### config.mk
export PLATFORM = sky130hd
export DESIGN_NAME = comparator_1bit
export DESIGN_NICKNAME = d
export VERILOG_FILES = /design/src/rtl/comparator_1bit.sv
export SDC_FILE = /design/constraint.sdc
export NUM_CORES = 1
export LEC_CHECK = 0
export ABC_CLOCK_PERIOD_IN_PS = 1000
export BUFFER_PORTS_ARGS = -buffer_cell sky130_fd_sc_hd__buf_2
export CAP_MARGIN = 20
export CORE_AREA = 2 2 39 41
export CTS_BUF_LIST = sky130_fd_sc_hd__clkbuf_16
export DETAILED_ROUTE_END_ITERATION = 12
export DIE_AREA = 0 0 41 43
export PLACE_DENSITY = 0.81
export SYNTH_ARGS = -nofsm -noshare
export SYNTH_HDL_FRONTEND = slang
export SYNTH_SLANG_ARGS = --single-unit
### constraint.sdc
create_clock -name clk -period 1 [get_ports clk]
set_input_delay 0 -clock clk [delete_from_list [all_inputs] [get_ports clk]]
set_output_delay 0 -clock clk [all_outputs]
set_load 0.1 [all_outputs]
### src/rtl/comparator_1bit.sv
// ============================================================================
// comparator_1bit : registered 1-bit magnitude compare with one-hot G/L/E,
// change pulse and optional saturating outcome counters (COMPARATOR_1BIT_COUNT_EN).
// Revision: 1.0
// ============================================================================
`default_nettype none

module comparator_1bit #(
  parameter int CNT_W  = 8,
  parameter bit RST_EQ = 1'b1
) (
  input  logic             clk,
  input  logic             rst_n,
  input  logic             en,
  input  logic             A,
  input  logic             B,
  input  logic             clr_cnt,
  output logic             G,
  output logic             L,
  output logic             E,
  output logic             vld,
  output logic             chg,
  output logic [CNT_W-1:0] gt_cnt,
  output logic [CNT_W-1:0] lt_cnt,
  output logic [CNT_W-1:0] eq_cnt
);

  logic [2:0] gle_d;
  logic [2:0] gle_q;
  logic       vld_q;
  logic       chg_q;

  // Result order is {greater, less, equal}; exactly one bit is ever set.
  assign gle_d = {A & ~B, ~A & B, ~(A ^ B)};

  always_ff @(posedge clk or negedge rst_n) begin
    if (!rst_n) begin
      gle_q <= {2'b00, RST_EQ};
      vld_q <= 1'b0;
      chg_q <= 1'b0;
    end else if (en) begin
      gle_q <= gle_d;
      vld_q <= 1'b1;
      chg_q <= (gle_d != gle_q);
    end else begin
      vld_q <= 1'b0;
      chg_q <= 1'b0;
    end
  end

  assign G   = gle_q[2];
  assign L   = gle_q[1];
  assign E   = gle_q[0];
  assign vld = vld_q;
  assign chg = chg_q;

`ifdef COMPARATOR_1BIT_COUNT_EN
  localparam logic [CNT_W-1:0] CNT_MAX = {CNT_W{1'b1}};

  // Counter i tracks outcome bit gle_d[2-i]: 0 = greater, 1 = less, 2 = equal.
  for (genvar i = 0; i < 3; i++) begin : g_cnt
    logic             hit;
    logic [CNT_W-1:0] cnt_d;
    logic [CNT_W-1:0] cnt_q;

    assign hit = en & gle_d[2-i];

    always_comb begin
      cnt_d = cnt_q;
      if (clr_cnt) begin
        cnt_d = '0;
      end else if (hit && (cnt_q != CNT_MAX)) begin
        cnt_d = cnt_q + 1'b1;
      end
    end

    always_ff @(posedge clk or negedge rst_n) begin
      if (!rst_n) begin
        cnt_q <= '0;
      end else begin
        cnt_q <= cnt_d;
      end
    end
  end

  assign gt_cnt = g_cnt[0].cnt_q;
  assign lt_cnt = g_cnt[1].cnt_q;
  assign eq_cnt = g_cnt[2].cnt_q;
`else
  logic unused_clr;
  assign unused_clr = clr_cnt;

  assign gt_cnt = '0;
  assign lt_cnt = '0;
  assign eq_cnt = '0;
`endif

endmodule

`default_nettype wire

After elaboration in Yosys (flattened, before gate mapping)
Cells that the tools add are included.

Muxes and demuxes: 2. Equality and inequality tests: 1. Bitwise logic cells: 6.

Operators with widths (number): $ne A3 B3 Y1 (1); $not A1 Y1 (3); $and A1 B1 Y1 (2); $mux W1 (2); $xor A1 B1 Y1 (1).

Bits of input ports: 6. Word-level logic and storage cells: 12. Output and inout bits: 29. Bits in registers: 5.

Depth between registers and ports, before layout
Gate-level depths: netlist of run 1.

Word-level depth: 4. Gate-level depth with buffers: 4. Gate-level depth less buffers: 4.

Worst setup path after synthesis of run 1
OpenSTA, ideal clock, no wires.

Kind: register to register. Start point: register gle_q[2]. End point: register chg_q, in the netlist chg. Arrival: 1.349 ns. Required time: 0.876 ns. Path buffers: 0. Stages on the path, launching flop included: 3. Setup slack: -0.473 ns. Library setup time: 0.124 ns. Clock period less this slack: 1.473 ns. Path through: dfrtp_1 -> xor2_1 -> o31a_1.

Word-level cells in the longest chain between the ends: 2.

Ends and longest elaborated chain: start, declared (RTL line 29) `logic [2:0] gle_q;`; start signal, assigned (RTL line 38) `gle_q <= {2'b00, RST_EQ};`; start signal, assigned (RTL line 42) `gle_q <= gle_d;`; $ne A3 B3 Y1 (RTL line 44) `chg_q <= (gle_d != gle_q);`; $mux W1 (RTL line 41) `end else if (en) begin`; end signal, assigned (RTL line 44); end, declared (RTL line 31) `logic chg_q;`.

No other way between the ends. A chain may end at the register's enable or synchronous reset.

Worst setup path in the final report of run 1
Start point: register gle_q[0]. End point: output port E.

RTL lines: end, declared (RTL line 20) `output logic E,`.

No word-level cell between the ends.

==> flow_metrics.py, run 1 <==
metrics = {
    "setup_path": {
        "end_kind": "output pin",
        "crit_path_start_kind": "flop",
        "cp-startpoint": "gle_q[0]$_DFFE_PN1P_",
        "crit_required_ps": 1000,
        "crit_arrival_ps": 1100,
        "r2r_start": "gle_q[1]$_DFFE_PN0P_",
        "crit_path_max_fanout": 2,
        "worst-setup-path-type": "reg2out",
    },
    "sta": {
        "finalCritPeriodShare": 1.10,
        "rsz0062_at_grt": "yes",
        "setup-violations-final": 2,
        "fin_crit_ps": 1100,
        "max_freq_ghz": 0.913,
        "fin_skew_ps": 2.25,
        "setup_ws_ps": -95.3,
        "finalMaxSlewViolations": 0,
        "fin_tns_setup_ps": -125,
        "hold_viol": 0,
    },
    "cells_and_area": {
        "layout-drive-gt1-share": 0.362,
        "final_cell_count_no_fill": 74,
        "nets": 67,
        "utilization": 0.430,
        "antenna_cells": 0,
        "area_delta_synth_final_pct": 44.7,
        "fin_area_um2": 596,
    },
    "clock_tree": {
        "cts_tree": "yes",
        "ctsLongestPathBuffers": 2,
        "cts_buffers": 3,
        "root_buffer": "clkbuf_16",
        "clkTransAtPathRegs_ps": 30,
        "cts_max_level": 1,
        "cts.sinks": 5,
        "clock_latency_ps": 230,
    },
    "power": {
        "ir_drop_mv": 1.41,
        "powerDensity_nw_per_um2": 2730,
        "finalPower_mw": 1.63,
        "leakage_nw": 0.324,
    },
    "grt": {
        "grt_max_degree": 6,
        "grt_pass1_wl_um": 821,
        "grt_pass1_vias": 212,
        "track_usage": 0.0766,
        "antenna_found_initial": 0,
        "grt-ovfl-total": 0,
    },
    "floorplan": {
        "rows": 14,
        "start_util": 0.297,
        "dieWidth_um": 41,
        "die_h_um": 43,
        "dieArea_um2": 1760,
        "pin_count": 35,
        "coreArea_um2": 1380,
    },
    "routing": {
        "dr.max_layer_used": "met4",
        "met3_length_um": 86,
        "dr_total_vias": 241,
        "drc_errors": 0,
        "routed_via_density": 3.26,
        "drt_pass1_iterations": 4,
        "ant_nets": 0,
        "wirelength_um": 557,
        "drt_iter0_drc": 1,
        "met2_length_um": 276,
        "drt-wirelength-per-cell_um": 7.53,
        "wl_met1_um": 186,
    },
    "run": {
        "drv_cap": 0,
    },
    "status": {
        "failed_checks": "negative setup slack",
        "outcome": "complete, but fails checks",
    },
    "synth": {
        "ys_seq_elements": 5,
        "yosysWarnings": 0,
        "avgSynthCellArea_um2": 10.0,
        "syn_area_um2": 412,
        "syn_inst": 41,
        "synth.distinct_cells": 9,
        "yosysSeqAreaShare": 0.307,
    },
    "placement": {
        "placedCellCount": 68,
        "port-buffer-count": 9,
        "place_congestion": 0.698,
        "hpwl_um": 449,
        "placed_area_um2": 489,
    },
    "hold_path": {
        "min_path_type": "in2async",
    },
}
[worst max-delay path, cell delays in order (launching register included)]
cell and delay (ps):
dfstp_4 610, buf_6 100, buf_12 160
[cell usage after synthesis]
cell	number	share of area
ha_1	2	0.061
xor2_1	3	0.064
mux2_2	3	0.082
inv_1	2	0.018
buf_4	24	0.44
conb_1	1	0.0091
o31a_1	1	0.021
dfrtp_1	4	0.24
dfstp_2	1	0.064
[cells by family after synthesis]
| family | after synthesis | share of synthesized area |
|---|---|---|
| muxes | 3 | 0.0821 |
| DFF | 5 | 0.307 |
| adders and majority gates | 2 | 0.0608 |
| xor gates and xnor gates | 3 | 0.0638 |
| other | 1 | 0.00911 |
| buffers and inverters | 26 | 0.456 |
| AOI/OAI and AO/OA | 1 | 0.0213 |
[repair_timing]
action,CTS,global route
resized for setup,2,0
pin swaps,2,1
hold endpoints to repair,6,0
hold buffers,2,0
buffers inserted,0,0
endpoints found under the setup margin,3,2
[registers in the layout (all words and copies together), names as in the netlist]
register  count
vld           1
chg           1
gle_q         3
[power breakdown]
part | total, mW | switching [mW] | leakage (nW) | internal, mW
Clock | 0.641 | 0.123 | 0.0423 | 0.517
Sequential | 0.253 | 0.0168 | 0.0578 | 0.236
Combinational | 0.735 | 0.595 | 0.224 | 0.140
[final timing paths]
| check | endpoint | slack (ps) | depth (start not counted) |
|---|---|---|---|
| worst min register to register | gle_q[2]$_DFFE_PN0P_ | 650 | 2 |
| worst max-delay path | E | -100 | 2 |
| worst min-delay path | gle_q[1]$_DFFE_PN0P_ | 130 | 2 |
| min in group clk | gle_q[0]$_DFFE_PN1P_ | 200 | 3 |
| worst max register to register | chg$_DFF_PN0_ | -30 | 2 |
| max in group asynchronous | gle_q[0]$_DFFE_PN1P_ | 650 | 2 |
[layout by cell type, fill, tap and decap left out, drive strengths merged]
master	instances
clkbuf	3
ha	2
dlygate4sd3	2
dfstp	1
dfrtp	4
o31a	1
conb	24
buf	12
inv	3
xor2	3
mux2	3
[cell type report]
type	instances	area (um2)
Clock buffer	3	75.1
Sequential cell	5	135
Inverter	2	7.51
Multi-Input combinational cell	33	184
Timing Repair Buffer	14	170
Clock inverter	1	3.75
Tap cell	16	20.0
Fill cell	136	788
[per-stage QoR]
stage          worst slack, ps  hold slack (ps)
3_5_place_dp             -9.33             -177
4_1_cts                   -102              127
2_1_floorplan             -227             -296
3_3_place_gp             -10.6             -184
6_report                 -95.3              133
5_1_grt                   -118              166
[layer usage]
layer  vias up  global-route usage
li1        113                   -
met1       106              0.0684
met2        20               0.106
met3         2              0.0785
met4         0              0.0400
met5         -                   0
(Power assumes the default switching activity.)
==> inputs of run 2 (changes only) <==
Settings changed: ABC_CLOCK_PERIOD_IN_PS 1000 to 1100, PLACE_DENSITY 0.81 to 0.75.
Clock period 1 ns to 1.1 ns, I/O delays scaled along.
==> flow_metrics.py, run 2 (same netlist as run 1, synthesis figures left out) <==
metrics = {
    "routing": {
        "dr.max_layer_used": "met4",
        "met2_length_um": 281,
        "wl_met1_um": 200,
        "routed_via_density": 3.22,
        "dr_total_vias": 232,
        "ant_nets": 0,
        "met3_length_um": 65,
        "drt_iter0_drc": 5,
        "drc_errors": 0,
        "wirelength_um": 553,
        "drt-wirelength-per-cell_um": 7.68,
        "drt_pass1_iterations": 4,
    },
    "clock_tree": {
        "ctsResizeCount": 0,
        "cts_tree": "yes",
        "ctsLongestPathBuffers": 2,
        "hold_buffers": 2,
        "cts_max_level": 1,
        "clock_latency_ps": 220,
        "postCtsSetupBuffers": 0,
        "cts.sinks": 5,
        "root_buffer": "clkbuf_16",
        "clkTransAtPathRegs_ps": 30,
        "cts_buffers": 3,
    },
    "setup_path": {
        "end_kind": "flop",
        "r2r_cells": 2,
        "crit_slowest_cell": "dfstp_4",
        "crit_required_ps": 1210,
        "cpPeakStageDelay_ps": 630,
        "crit_chain": "xor2_1, o31a_1",
        "crit_path_max_fanout": 3,
        "worst-setup-path-type": "reg2reg",
        "crit_path_start_kind": "flop",
        "crit_arrival_ps": 1150,
    },
    "grt": {
        "grt_pass1_wl_um": 800,
        "track_usage": 0.0776,
        "grt_max_degree": 6,
        "grt-ovfl-total": 0,
        "grt_pass1_vias": 197,
        "antenna_found_initial": 0,
    },
    "floorplan": {
        "coreArea_um2": 1380,
        "pin_count": 35,
        "die_h_um": 43,
        "dieArea_um2": 1760,
        "start_util": 0.297,
        "dieWidth_um": 41,
        "rows": 14,
    },
    "placement": {
        "pre_cts_slack_ps": 57.4,
        "port-buffer-count": 9,
        "hpwl_um": 439,
        "placed_area_um2": 444,
        "place_congestion": 0.671,
    },
    "power": {
        "ir_drop_mv": 1.51,
        "powerDensity_nw_per_um2": 2630,
        "leakage_nw": 0.301,
        "finalPower_mw": 1.43,
    },
    "status": {
        "outcome": "completed",
    },
    "sta": {
        "fin_skew_ps": 1.68,
        "hold_viol": 0,
        "max_freq_ghz": 0.956,
        "finalCritPeriodShare": 0.951,
        "setup-violations-final": 0,
        "setup_ws_ps": 54.0,
        "fin_crit_ps": 1050,
        "finalMaxSlewViolations": 0,
        "rsz0062_at_grt": "no",
    },
    "cells_and_area": {
        "final_cell_mix": "conb_1 (24), buf_2 (6)",
        "layout-drive-gt1-share": 0.339,
        "top_register": "gle_q",
        "area_delta_synth_final_pct": 31.9,
        "fillers": 148,
        "fin_area_um2": 543,
        "utilization": 0.392,
        "nets": 65,
        "largest_reg_flops": 3,
        "layout_commonest_cell": "conb_1",
        "antenna_cells": 0,
    },
    "run": {
        "drv_cap": 0,
    },
    "hold_path": {
        "min_path_type": "in2async",
    },
}
==> run 2: through the flow <==
step                      TNS (ps)  std cells  hold WS [ps]
after floorplan               -127         64          -296
after global placement           0         66          -185
after detailed placement         0         66          -180
after CTS                        0         72           126
after global routing             0         72           127
final                            0         72           116
==> run 2: cell type report <==
class / instances / area (um2) / share of cell area
clock inverter: 1 / 3.75 / 0.00691
clock buffer: 3 / 75.1 / 0.138
multi-input combinational: 33 / 184 / 0.339
sequential: 5 / 135 / 0.249
timing repair buffer: 12 / 118 / 0.217
inverter: 2 / 7.51 / 0.0138
tap: 16 / 20.0 / 0.0369
==> run 2: final timing paths <==
| kind | startpoint | end | slack [ps] |
|---|---|---|---|
| worst max-delay path | gle_q[0]$_DFFE_PN1P_ | chg$_DFF_PN0_ | 50 |
| worst min-delay path | rst_n | chg$_DFF_PN0_ | 120 |
| worst max register to register | gle_q[0]$_DFFE_PN1P_ | chg$_DFF_PN0_ | 50 |
| worst min register to register | gle_q[2]$_DFFE_PN0P_ | gle_q[2]$_DFFE_PN0P_ | 580 |
| max in group asynchronous | rst_n | gle_q[0]$_DFFE_PN1P_ | 770 |
| min in group clk | B | gle_q[0]$_DFFE_PN1P_ | 200 |
==> run 2: routing by layer <==
metal,vias up,GRT usage
li1,110,-
met1,103,0.0684
met2,17,0.109
met3,2,0.0942
met4,0,0.0200
met5,-,0
==> run 2: power by group <==
part	switching (mW)	internal, mW	total [mW]
combinational	0.532	0.0898	0.622
clock	0.108	0.470	0.578
sequential	0.0166	0.215	0.231
total	0.656	0.774	1.43
==> run 2: critical path, delay by kind of cell (launching register included) <==
kind	cells	cell delay (ps)
XOR/XNOR	1	70
flip-flops	1	630
AO/OA/AOI/OAI	1	230
